$ cat config.mk
export PLATFORM = sky130hd
export DESIGN_NAME = riscv_mem_arbiter_flat
export DESIGN_NICKNAME = d
export VERILOG_FILES = /design/src/rtl/riscv_mem_arbiter_if.sv /design/src/rtl/riscv_mem_arbiter.sv /design/src/flat_wrapper.sv
export SDC_FILE = /design/constraint.sdc
export NUM_CORES = 1
export LEC_CHECK = 0
export BUFFER_PORTS_ARGS = -buffer_cell sky130_fd_sc_hd__buf_4
export CAP_MARGIN = 20
export CORE_UTILIZATION = 46
export DETAILED_ROUTE_END_ITERATION = 12
export GPL_ROUTABILITY_DRIVEN = 0
export GPL_TIMING_DRIVEN = 0
export PLACE_DENSITY = 0.8
export SETUP_SLACK_MARGIN = 0.1
export SLEW_MARGIN = 20
export SYNTH_ARGS = -nofsm -noshare
export SYNTH_HDL_FRONTEND = slang
export SYNTH_SLANG_ARGS = --single-unit
$ cat constraint.sdc
create_clock -name clk -period 1.9 [get_ports clk]
set_input_delay 0.095 -clock clk [delete_from_list [all_inputs] [get_ports clk]]
set_output_delay 0.095 -clock clk [all_outputs]
set_load 0.05 [all_outputs]
$ cat src/rtl/riscv_mem_arbiter_if.sv
// Bus bundle between the multicycle core's two requesters, the arbiter and the
// unified memory port. The arbiter uses the slave view; the core/memory side uses master.
interface riscv_mem_arbiter_if;
    // Instruction-fetch requester
    logic        iReq;
    logic [31:0] iAddr;
    logic [31:0] iRdata;
    logic        iValid;
    // Load/store requester
    logic        dRead;
    logic        dWrite;
    logic [31:0] dAddr;
    logic [31:0] dWdata;
    logic [31:0] dRdata;
    logic        dValid;
    // Unified memory port
    logic [31:0] mAddr;
    logic [31:0] mWdata;
    logic        mRead;
    logic        mWrite;
    logic [31:0] mRdata;
    logic        mReady;
    logic        busErr;

    modport slave (
        input  iReq, iAddr, dRead, dWrite, dAddr, dWdata, mRdata, mReady,
        output iRdata, iValid, dRdata, dValid, mAddr, mWdata, mRead, mWrite, busErr
    );

    modport master (
        output iReq, iAddr, dRead, dWrite, dAddr, dWdata, mRdata, mReady,
        input  iRdata, iValid, dRdata, dValid, mAddr, mWdata, mRead, mWrite, busErr
    );
endinterface

$ cat src/rtl/riscv_mem_arbiter.sv
// Round-robin arbiter sharing one variable-latency memory port between fetch and
// load/store, with registered strobes and a watchdog that turns a hung memory into busErr.
module riscv_mem_arbiter #(
    parameter int TIMEOUT_CYCLES = 15
) (
    input logic               clk,
    input logic               rst,
    riscv_mem_arbiter_if.slave bus
);
    typedef enum logic [1:0] {IDLE, IBUSY, DBUSY} state_t;

    localparam logic [7:0] WD_LAST = 8'(TIMEOUT_CYCLES - 1);

    state_t     state, state_d;
    logic       last_grant;
    logic [7:0] wd_cnt;
    logic       d_req, grant_i, grant_d, done, timeout;

    always_ff @(posedge clk) begin
        if (rst) state <= IDLE;
        else     state <= state_d;
    end

    // NOTE: every signal gets a default before the case so no path leaves one unassigned (no latch).
    always_comb begin
        state_d = state;
        d_req   = bus.dRead | bus.dWrite;
        grant_i = 1'b0;
        grant_d = 1'b0;
        done    = 1'b0;
        timeout = 1'b0;
        case (state)
            IDLE: begin
                // The valid cycle still sees the finished request held, so skip it.
                if (!(bus.iValid | bus.dValid)) begin
                    if (bus.iReq && (!d_req || last_grant)) begin
                        grant_i = 1'b1;
                        state_d = IBUSY;
                    end else if (d_req) begin
                        grant_d = 1'b1;
                        state_d = DBUSY;
                    end
                end
            end
            IBUSY, DBUSY: begin
                if (bus.mReady)            done    = 1'b1;
                else if (wd_cnt == WD_LAST) timeout = 1'b1;
                if (done || timeout) state_d = IDLE;
            end
            default: state_d = IDLE;
        endcase
    end

    // NOTE: sequential state uses non-blocking assignments so every register samples pre-edge values.
    always_ff @(posedge clk) begin
        if (rst) begin
            last_grant <= 1'b1;
            wd_cnt     <= 8'd0;
            bus.iRdata <= 32'd0;
            bus.iValid <= 1'b0;
            bus.dRdata <= 32'd0;
            bus.dValid <= 1'b0;
            bus.mAddr  <= 32'd0;
            bus.mWdata <= 32'd0;
            bus.mRead  <= 1'b0;
            bus.mWrite <= 1'b0;
            bus.busErr <= 1'b0;
        end else begin
            bus.iValid <= 1'b0;
            bus.dValid <= 1'b0;

            if (grant_i) begin
                last_grant <= 1'b0;
                wd_cnt     <= 8'd0;
                bus.mAddr  <= bus.iAddr;
                bus.mRead  <= 1'b1;
                bus.mWrite <= 1'b0;
            end
            if (grant_d) begin
                last_grant <= 1'b1;
                wd_cnt     <= 8'd0;
                bus.mAddr  <= bus.dAddr;
                bus.mWdata <= bus.dWdata;
                bus.mRead  <= ~bus.dWrite;
                bus.mWrite <= bus.dWrite;
            end

            if (state != IDLE && !bus.mReady) wd_cnt <= wd_cnt + 8'd1;

            if (done || timeout) begin
                bus.mRead  <= 1'b0;
                bus.mWrite <= 1'b0;
                if (state == IBUSY) bus.iValid <= 1'b1;
                else                bus.dValid <= 1'b1;
            end

            // A store's mRead is low, so its completion leaves dRdata alone.
            if (done) begin
                if (state == IBUSY)  bus.iRdata <= bus.mRdata;
                else if (bus.mRead)  bus.dRdata <= bus.mRdata;
            end

            if (timeout) begin
                bus.busErr <= 1'b1;
                if (state == IBUSY) bus.iRdata <= 32'd0;
                else                bus.dRdata <= 32'd0;
            end
        end
    end
endmodule

$ cat src/flat_wrapper.sv
// flat-port wrapper written by rule: the top's interface ports become plain ports
module riscv_mem_arbiter_flat 
#(
    parameter int TIMEOUT_CYCLES = 15
)
  (clk, rst, bus_iReq, bus_iAddr, bus_dRead, bus_dWrite, bus_dAddr, bus_dWdata, bus_mRdata, bus_mReady, bus_iRdata, bus_iValid, bus_dRdata, bus_dValid, bus_mAddr, bus_mWdata, bus_mRead, bus_mWrite, bus_busErr);
  riscv_mem_arbiter_if bus_i ();
  input logic clk;
  input logic rst;
  input wire logic [$bits(bus_i.iReq)-1:0] bus_iReq;
  input wire logic [$bits(bus_i.iAddr)-1:0] bus_iAddr;
  input wire logic [$bits(bus_i.dRead)-1:0] bus_dRead;
  input wire logic [$bits(bus_i.dWrite)-1:0] bus_dWrite;
  input wire logic [$bits(bus_i.dAddr)-1:0] bus_dAddr;
  input wire logic [$bits(bus_i.dWdata)-1:0] bus_dWdata;
  input wire logic [$bits(bus_i.mRdata)-1:0] bus_mRdata;
  input wire logic [$bits(bus_i.mReady)-1:0] bus_mReady;
  output wire logic [$bits(bus_i.iRdata)-1:0] bus_iRdata;
  output wire logic [$bits(bus_i.iValid)-1:0] bus_iValid;
  output wire logic [$bits(bus_i.dRdata)-1:0] bus_dRdata;
  output wire logic [$bits(bus_i.dValid)-1:0] bus_dValid;
  output wire logic [$bits(bus_i.mAddr)-1:0] bus_mAddr;
  output wire logic [$bits(bus_i.mWdata)-1:0] bus_mWdata;
  output wire logic [$bits(bus_i.mRead)-1:0] bus_mRead;
  output wire logic [$bits(bus_i.mWrite)-1:0] bus_mWrite;
  output wire logic [$bits(bus_i.busErr)-1:0] bus_busErr;
  assign bus_i.iReq = bus_iReq;
  assign bus_i.iAddr = bus_iAddr;
  assign bus_i.dRead = bus_dRead;
  assign bus_i.dWrite = bus_dWrite;
  assign bus_i.dAddr = bus_dAddr;
  assign bus_i.dWdata = bus_dWdata;
  assign bus_i.mRdata = bus_mRdata;
  assign bus_i.mReady = bus_mReady;
  assign bus_iRdata = bus_i.iRdata;
  assign bus_iValid = bus_i.iValid;
  assign bus_dRdata = bus_i.dRdata;
  assign bus_dValid = bus_i.dValid;
  assign bus_mAddr = bus_i.mAddr;
  assign bus_mWdata = bus_i.mWdata;
  assign bus_mRead = bus_i.mRead;
  assign bus_mWrite = bus_i.mWrite;
  assign bus_busErr = bus_i.busErr;
  riscv_mem_arbiter #(.TIMEOUT_CYCLES(TIMEOUT_CYCLES)) u_core (.clk(clk), .rst(rst), .bus(bus_i));
endmodule
==> results.toml, run 1 <==
[status]
status = "finished, final reports clean"

[floorplan]
start_util_pct = 47.4
dieArea_sq_mm = 0.0123
die_w_um = 111
ios = 267
fp.dieH_um = 111
fp.coreArea_sq_mm = 0.0115
std_cell_rows = 39

[setup_path]
cp.required_ns = 2.20
r2r-start = "u_core.state[0]"
arrival_ns = 2.11
crit_path_top_delay_cell = "dfxtp_2"
critPathTopFamily = "buffers and inverters"
critPathLaunchType = "flip-flop"
critPathBufInv = 3
critPathLaunch = "u_core.state[0]"
critPathKind = "reg2reg"
slowest_delay_ns = 0.33
critPathCaptureType = "flip-flop"
cpMostUsedCell = "buf_6"
crit_chain = "inv_2, ha_4, nor3b_4, buf_6, a21oi_4, buf_6, and2_1, a221o_1"
cp_max_fo = 8

[flow_run]
cap_viol_max_count = 0

[pwr]
power.leakage_nw = 4.25
power.internal_mw = 7.29
pwr-share-clk_pct = 31.7
totalPowerFinal_mw = 11.3
p_comb_share_pct = 36.2
swShare_pct = 35.4
pwr-share-seq_pct = 32.1
p_sw_mw = 4.00
ir_worst_vdd_mv = 0.868
power_density_mw_per_mm2 = 1160

[placement]
place_inst = 1057
dpl.hpwl_mm = 11.8
pre_cts_ws_ns = -0.219
io_buffer_count = 264

[synth]
ys_seq_elements = 144
synth-async-reset-ratio_pct = 0
yosysSeqAreaShare_pct = 53.1
syn_area_sq_mm = 0.00543
synth_cells = 650
syn-num-nets = 788
avgSynthCellArea_sq_um = 8.36
yosysUniqueCellTypes = 42
synth_ff_type = "dfxtp_1"
synth-edff-count = 0
ys_warn_count = 0

[cells_and_area]
final_layout_size_suffix_gt1_share_pct = 33.6
final_common_cell = "buf_4"
utilization_pct = 84.8
diodes = 0
final_nets = 1203
synthToLayoutAreaGrowth_pct = 79.0
fin_cells = 1219
fill_cells = 607
multi_input_comb_area_sq_mm = 0.00239
mostFrequentLayoutCells = "274 x buf_4, 205 x nand2_1, 143 x dfxtp_1, 121 x dlygate4sd3_1, 112 x a21oi_1"
seqCellArea_sq_mm = 0.00288

[sta]
fmax_mhz = 551
period_needed_ns = 1.81
whs_ns = 0.0125
clock_skew_ns = 0.00774
max_slew_margin_pct = 52.2
finalSetupViolations = 0
finalCritPeriodShare_pct = 95.5
worstMarginPinSlew_ns = 0.716
hold_violations = 0
timing.final.ws_setup_ns = 0.0856
maxSlewViolCount = 0
grt_setup_unrepaired = "yes"

[grt]
globalRouteTotalUtil_pct = 33.2
grt_pass1_vias = 6470
grt_pass1_wl_mm = 32.2
grt_max_degree = 17
antenna_found_initial = 0
overflow = 0

[routing]
firstDrtPassIters = 5
dr.first_iter.drc_count = 454
vias_per_cell = 5.22
antenna_left = 0
routed-via-count = 6365
drt-total-wl_mm = 21.1
wire_per_inst_um = 17.3
drcViolationCount = 0

[clock_network]
clock-sinks = 144
cts_buffer_depth = 2
cts_root_buf = "clkbuf_16"
cts_tree = "built"
clkSlewWorstSetupHoldPaths_ns = 0.06
htree_levels = 4
clk_latency_ns = 0.42
cts_buffers = 17

[worst_hold_path]
hp-start = "bus_dAddr[26]"
hold_path_class = "in2reg"
area by class of cell:
type / instances / share of cell area [%]
flip-flops and latches: 144 / 29.7
multi-input cells: 456 / 24.6
inverters: 3 / 0.116
clock inverters: 5 / 1.29
well taps: 143 / 1.84
clock buffers: 25 / 5.20
repair buffers: 396 / 34.1
plain buffers: 47 / 3.18
worst paths after layout:
path / end / depth (start not counted) / slack (ns)
worst max-delay path: u_core.bus.mAddr[1] / 8 / 0.09
worst min-delay path: u_core.bus.mAddr[26] / 3 / 0.01
worst max register to register: u_core.bus.mAddr[1] / 8 / 0.09
worst min register to register: u_core.bus.dRdata[8] / 2 / 0.45
cells by family (layout without fill, tap and decap cells):
kind of cell | count (synthesis) | count (layout) | share of synthesized area (%)
AO/OA/AOI/OAI | 168 | 168 | 19.7
flip-flops | 144 | 144 | 53.1
buffers and inverters | 50 | 476 | 4.01
AND/OR/NAND/NOR | 284 | 284 | 22.3
adder cells (fa/ha/maj) | 4 | 4 | 0.921
through the flow:
step                area, sq um  setup TNS [ns]
floorplan                  5430               0
global placement           7590           -4.40
detailed placement         7590           -7.39
CTS                        9510               0
global route               9720               0
finish                     9720               0
sequential cells by signal, indices dropped and copies added (netlist names):
name               cells
u_core.wd_cnt          8
u_core.bus.dValid      1
u_core.bus.mAddr      32
u_core.bus.mWdata     32
u_core.last_grant      1
u_core.bus.busErr      1
u_core.bus.dRdata     32
u_core.bus.iRdata     32
u_core.bus.mWrite      1
u_core.bus.mRead       1
u_core.state           2
u_core.bus.iValid      1
cell usage after synthesis (4+ instances only):
library cell	count	area, sq um
nand2_1	205	769
dfxtp_1	144	2880
a21oi_1	115	576
clkbuf_1	27	101
nor2_1	25	93.8
a221o_1	24	240
and2_0	22	138
buf_2	18	90.1
a211oi_2	7	87.6
nand3_1	7	35.0
o21ai_0	5	25.0
and2_1	4	25.0
ha_1	4	50.1
nor3_1	4	20.0
per-layer routing:
layer / wire [um] / part of all wire (%) / up-vias / GRT usage (%)
met1: 8200 / 39 / 2924 / 36.3
met3: 1540 / 7.3 / 82 / 9.29
li1: - / - / 3036 / -
met2: 10400 / 49 / 323 / 57.8
met5: 0 / 0 / - / 0
met4: 960 / 4.6 / 0 / 18.8
power groups by stage:
stage | registers (mW) | logic, mW | clock network (mW)
after CTS | 3.59 | 3.71 | 3.59
final | 3.63 | 4.08 | 3.58
after detailed placement | 3.65 | 3.40 | 0
after floorplan | 4.85 | 1.07 | 0
after global routing | 3.66 | 4.27 | 3.74
after global placement | 3.63 | 3.38 | 0
worst reg2reg max path: cells and delay by family (launching register included):
family	cells	cell delay (ns)
buf+inv	3	0.42
compound gates	2	0.39
simple gates	2	0.40
fa+ha+maj	1	0.15
flops	1	0.33
repair_timing:
action,CTS,global route
hold buffers,121,0
setup endpoints to repair,127,124
setup buffers,3,4
gates resized for setup,19,61
pin swaps,0,3
endpoints found under the hold margin,130,0
cloned,0,4
(Power assumes the default switching activity.)
==> run 2, diff against run 1 <==
--- a/config.mk
+++ b/config.mk
@@ -5,9 +5,10 @@
 export SDC_FILE = /design/constraint.sdc
 export NUM_CORES = 1
 export LEC_CHECK = 0
+export ABC_AREA = 1
 export BUFFER_PORTS_ARGS = -buffer_cell sky130_fd_sc_hd__buf_4
 export CAP_MARGIN = 20
-export CORE_UTILIZATION = 46
+export CORE_UTILIZATION = 47
 export DETAILED_ROUTE_END_ITERATION = 12
 export GPL_ROUTABILITY_DRIVEN = 0
 export GPL_TIMING_DRIVEN = 0
==> results.toml, run 2 <==
[routing]
vias_per_cell = 5.12
firstDrtPassIters = 5
wire_per_inst_um = 16.5
dr.first_iter.drc_count = 427
drt-total-wl_mm = 21.8
routed-via-count = 6751
antenna_left = 0
drcViolationCount = 0

[setup_path]
critPathKind = "reg2reg"
cp.required_ns = 2.21
r2r-start = "u_core.state[0]"
reg2reg_to = "u_core.bus.iRdata[6]"
critPathLaunch = "u_core.state[0]"
crit_end = "u_core.bus.iRdata[6]"
critPathLaunchType = "flip-flop"
arrival_ns = 2.03
r2r_slack_ns = 0.18
cp_max_fo = 10
critPathCaptureType = "flip-flop"
r2r_cells = 9

[cells_and_area]
diodes = 0
mostFrequentLayoutCells = "271 x buf_4, 144 x dfxtp_1, 139 x nand2_1, 107 x nor2_1, 97 x inv_1"
synthToLayoutAreaGrowth_pct = 63.8
fill_cells = 777
final_layout_size_suffix_gt1_share_pct = 31.3
fin_cells = 1319
final_nets = 1277
final_common_cell = "buf_4"

[pwr]
power_density_mw_per_mm2 = 1470
ir_worst_vdd_mv = 1.10
power.leakage_nw = 5.15

[clock_network]
cts_buffer_depth = 2
clkSlewWorstSetupHoldPaths_ns = 0.06
cts_root_buf = "clkbuf_16"
cts_setup_buffers = 0
cts_tree = "built"
clock-sinks = 144
clk_latency_ns = 0.43
cts_buffers = 17
htree_levels = 4

[worst_hold_path]
hold_path_class = "in2reg"
hp-start = "bus_dAddr[30]"

[synth]
syn-num-nets = 900
yosysSeqAreaShare_pct = 48.1
synth-edff-count = 0
synth_common_cells = "144 x dfxtp_1, 140 x nand2_1, 108 x nor2_1, 97 x inv_1, 49 x o21ai_0"
syn_area_sq_mm = 0.00600
synth-simple-area-share_pct = 19.8
synth_top_family_by_area = "simple AND/OR/NAND/NOR gates"
synth_cells = 762
ys_seq_elements = 144
synth.top_cell.area_share_pct = 48.1
synth-async-reset-ratio_pct = 0
avgSynthCellArea_sq_um = 7.87
muxShareOfSynthArea_pct = 5.34
yosysUniqueCellTypes = 30
ys_warn_count = 0
yosysMostFrequentCell = "dfxtp_1"
synth_ff_type = "dfxtp_1"
synth_top_area_cell = "dfxtp_1"
synth_xor_area_share_pct = 0
synth_fa_ha_area_share_pct = 0.835
synth.area.top_cells = "dfxtp_1 48%, nand2_1 8.8%, nor2_1 6.8%"
synth-compound-area-share_pct = 15.5

[floorplan]
die_w_um = 115
start_util_pct = 49.1
fp.coreArea_sq_mm = 0.0122
fp.dieH_um = 115
ios = 267
dieArea_sq_mm = 0.0132
std_cell_rows = 40

[grt]
grt_max_degree = 17
grt_pass1_vias = 6902
grt_pass1_wl_mm = 33.5
globalRouteTotalUtil_pct = 33.2
overflow = 0
antenna_found_initial = 0

[placement]
place_inst = 1195
io_buffer_count = 265
pre_cts_ws_ns = -0.0996
dpl.hpwl_mm = 13.6

[sta]
finalCritPeriodShare_pct = 90.4
period_needed_ns = 1.72
clock_skew_ns = 0.00652
setup_tns_ns = 0
grt_setup_unrepaired = "yes"
maxSlewViolCount = 0
max_slew_margin_pct = 57.7
fmax_mhz = 582
timing.final.ws_setup_ns = 0.183
worstMarginPinSlew_ns = 0.635
hold_violations = 0
finalSetupViolations = 0

[status]
status = "finished, final reports clean"

[flow_run]
cap_viol_max_count = 0
run 2: cell types whose count changed in the layout (fill, tap and decap cells not counted), sizes merged, moves of 24 or more:
cell and delta:
inv +95, o21ai +70, a221o -24, and2 -26, nand2 -62, mux2i +32, a21oi -72, o2111ai +32
nor2 +84, dlygate4sd3 -28
run 2: layout make-up:
type,count,area [sq um],area share [%]
Clock inverter,10,159,1.62
Buffer,45,288,2.93
Tap cell,168,210,2.14
Inverter,100,380,3.87
Clock buffer,21,470,4.79
Multi-Input combinational cell,473,2510,25.5
Sequential cell,144,2880,29.4
Timing Repair Buffer,358,2920,29.7
run 2: timing repair:
action,CTS,global route
resized for setup,10,30
hold buffers,93,0
endpoints found under the setup margin,53,129
gates cloned,0,0
pin swaps,0,0
hold endpoints to repair,125,0
run 2: per-stage QoR:
| step | util, % | hold WS, ns | power (mW) | cell area (sq um) |
|---|---|---|---|---|
| after floorplan | - | 0.239 | 8.54 | 6000 |
| after global placement | 67.1 | 0.339 | 10.4 | 8200 |
| after detailed placement | 67.1 | 0.344 | 10.5 | 8200 |
| after CTS | 80.1 | 0.00556 | 14.2 | 9780 |
| after global routing | 80.4 | 0.0284 | 15.1 | 9820 |
| final | 80.4 | 0.0231 | 14.5 | 9820 |
run 2: critical path: stages, from the launching register on:
cell and delay, ns:
dfxtp_1 0.36, inv_1 0.08, ha_4 0.25, nand2_1 0.10, inv_1 0.08, nand2_2 0.18
buf_2 0.25, nand2_1 0.11, o2111ai_1 0.13, inv_1 0.07
run 2: power breakdown:
| part | internal, mW | switching, mW | total (mW) |
|---|---|---|---|
| registers | 3.68 | 0.389 | 4.07 |
| clock network | 2.29 | 1.29 | 3.58 |
| logic | 2.17 | 4.65 | 6.83 |
run 2: metal layers:
layer,vias up,GRT usage (%),wire length (um)
met5,-,0,0
met4,0,20.4,1030
met3,87,10.1,1610
met2,324,59.1,11000
met1,3131,34.1,8180
li1,3209,-,-
run 2: how the worst min path moves through the flow:
| stage | depth (start not counted) | end |
|---|---|---|
| 2_1_floorplan | 2 | u_core.bus.dRdata[0] |
| 3_5_place_dp | 3 | u_core.bus.dRdata[23] |
| 4_1_cts | 3 | u_core.bus.mWrite |
| 3_3_place_gp | 3 | u_core.bus.dRdata[28] |
| 5_1_grt | 3 | u_core.bus.mWrite |
| 6_report | 3 | u_core.bus.mAddr[30] |
run 2: logic make-up after synthesis:
group / Yosys count
AO/OA/AOI/OAI: 151
buffers and inverters: 145
multiplexers: 32
flip-flops: 144
AND/OR/NAND/NOR: 286
adder cells (fa/ha/maj): 4
==> run 3, diff against run 2 <==
--- a/config.mk
+++ b/config.mk
@@ -8,6 +8,7 @@
 export ABC_AREA = 1
 export BUFFER_PORTS_ARGS = -buffer_cell sky130_fd_sc_hd__buf_4
 export CAP_MARGIN = 20
+export CORE_ASPECT_RATIO = 0.8
 export CORE_UTILIZATION = 47
 export DETAILED_ROUTE_END_ITERATION = 12
 export GPL_ROUTABILITY_DRIVEN = 0
==> results.toml, run 3 (synthesis results as in run 2) <==
[placement]
place_inst = 1198
dpl.hpwl_mm = 13.2
io_buffer_count = 265
pre_cts_ws_ns = -0.0954
place_area_sq_mm = 0.00820

[sta]
period_needed_ns = 1.72
grt_setup_unrepaired = "yes"
fmax_mhz = 583
finalCritPeriodShare_pct = 90.3
max_slew_margin_pct = 63.1
worstMarginPinSlew_ns = 0.554
hold_violations = 0
maxSlewViolCount = 0
timing.final.ws_setup_ns = 0.183
clock_skew_ns = 0.00854
finalSetupViolations = 0
setup_tns_ns = 0

[worst_hold_path]
hold_path_class = "in2reg"

[clock_network]
cts_tree = "built"
clkSlewWorstSetupHoldPaths_ns = 0.06
htree_levels = 4
cts_buffer_depth = 2
cts_root_buf = "clkbuf_16"
clock-sinks = 144
cts_setup_buffers = 0
cts_buffers = 17
clk_latency_ns = 0.42

[cells_and_area]
fin_area_sq_mm = 0.00979
fin_cells = 1321
final_common_cell = "buf_4"
final_nets = 1275
diodes = 0
final_layout_size_suffix_gt1_share_pct = 31.5
mostFrequentLayoutCells = "274 x buf_4, 144 x dfxtp_1, 139 x nand2_1, 107 x nor2_1, 97 x inv_1"
synthToLayoutAreaGrowth_pct = 63.3
fill_cells = 846

[status]
status = "finished, final reports clean"

[grt]
grt_max_degree = 17
antenna_found_initial = 0
grt_pass1_wl_mm = 32.2
grt_pass1_vias = 6744
globalRouteTotalUtil_pct = 31.5
overflow = 0

[pwr]
ir_worst_vdd_mv = 1.05
pwr-share-clk_pct = 24.7
power.leakage_nw = 5.13
power.internal_mw = 8.04
power_density_mw_per_mm2 = 1460
p_comb_share_pct = 47.0
pwr-share-seq_pct = 28.2
swShare_pct = 43.9
p_sw_mw = 6.29

[floorplan]
start_util_pct = 48.8
dieArea_sq_mm = 0.0132
fp.coreArea_sq_mm = 0.0123
ios = 267
die_w_um = 128
std_cell_rows = 36
fp.dieH_um = 103

[setup_path]
critPathKind = "reg2reg"
cp_max_fo = 10
critPathCaptureType = "flip-flop"
crit_path_top_delay_cell = "dfxtp_1"
critPathTopFamily = "buffers and inverters"
arrival_ns = 2.03
critPathLaunchType = "flip-flop"
cp.required_ns = 2.21
cpMostUsedCell = "inv_1"
critPathBufInv = 4
crit_chain = "inv_1, ha_4, nand2_1, inv_1, nand2_2, buf_2, nand2_1, o2111ai_1, inv_1"
slowest_delay_ns = 0.35

[routing]
wire_per_inst_um = 15.9
dr.first_iter.drc_count = 364
firstDrtPassIters = 5
routed-via-count = 6622
drcViolationCount = 0
antenna_left = 0
vias_per_cell = 5.01
drt-total-wl_mm = 20.9

[flow_run]
cap_viol_max_count = 0
## run 3: worst paths after layout
kind	start	depth (start not counted)	slack [ns]	endpoint
min	bus_dWrite	3	0.004	u_core.bus.mWrite
min reg2reg	u_core.bus.busErr	2	0.45	u_core.bus.busErr
max	u_core.state[0]	9	0.18	u_core.bus.iRdata[11]
max reg2reg	u_core.state[0]	9	0.18	u_core.bus.iRdata[11]
## run 3: power by group through the flow
stage | clock network [mW] | logic [mW] | registers (mW)
floorplan | 0 | 2.36 | 6.19
global placement | 0 | 6.30 | 4.05
detailed placement | 0 | 6.36 | 4.07
CTS | 3.56 | 6.56 | 4.02
global route | 3.68 | 7.20 | 4.11
finish | 3.55 | 6.74 | 4.04
## run 3: worst reg2reg max path: cells and delay by family, from the launching register on
family | cells | cell delay (ns)
flip-flops | 1 | 0.35
AO/OA/AOI/OAI | 1 | 0.14
buffers and inverters | 4 | 0.48
adder cells (fa/ha/maj) | 1 | 0.25
AND/OR/NAND/NOR | 3 | 0.39
## run 3: final cells by class
cell class,instances,area [sq um],area share [%]
Clock buffer,18,429,4.38
Buffer,45,280,2.86
Tap cell,171,214,2.19
Multi-Input combinational cell,473,2510,25.7
Inverter,100,380,3.89
Timing Repair Buffer,356,2900,29.6
Clock inverter,14,190,1.94
Sequential cell,144,2880,29.4
## run 3: per-layer routing
layer | share of wire [%] | global-route usage, % | vias up
li1 | - | - | 3219
met5 | 0 | 0 | -
met2 | 50 | 55.7 | 275
met3 | 6.6 | 8.61 | 83
met1 | 39 | 34.1 | 3045
met4 | 4.4 | 19.5 | 0
## run 3: repair_timing
action                     CTS  global route
pin swaps                    0             0
setup endpoints to repair   34           121
hold endpoints to repair   120             0
hold buffers                91             0
resized for setup            8            32
## run 3: stage by stage
| stage | hold WS [ns] | utilization (%) | total power, mW |
|---|---|---|---|
| final | 0.00401 | 79.6 | 14.3 |
| after global routing | 0.0230 | 79.6 | 15.0 |
| after CTS | 0.00877 | 79.2 | 14.1 |
| after detailed placement | 0.343 | 66.7 | 10.4 |
| after global placement | 0.334 | 66.7 | 10.3 |
| after floorplan | 0.239 | - | 8.54 |
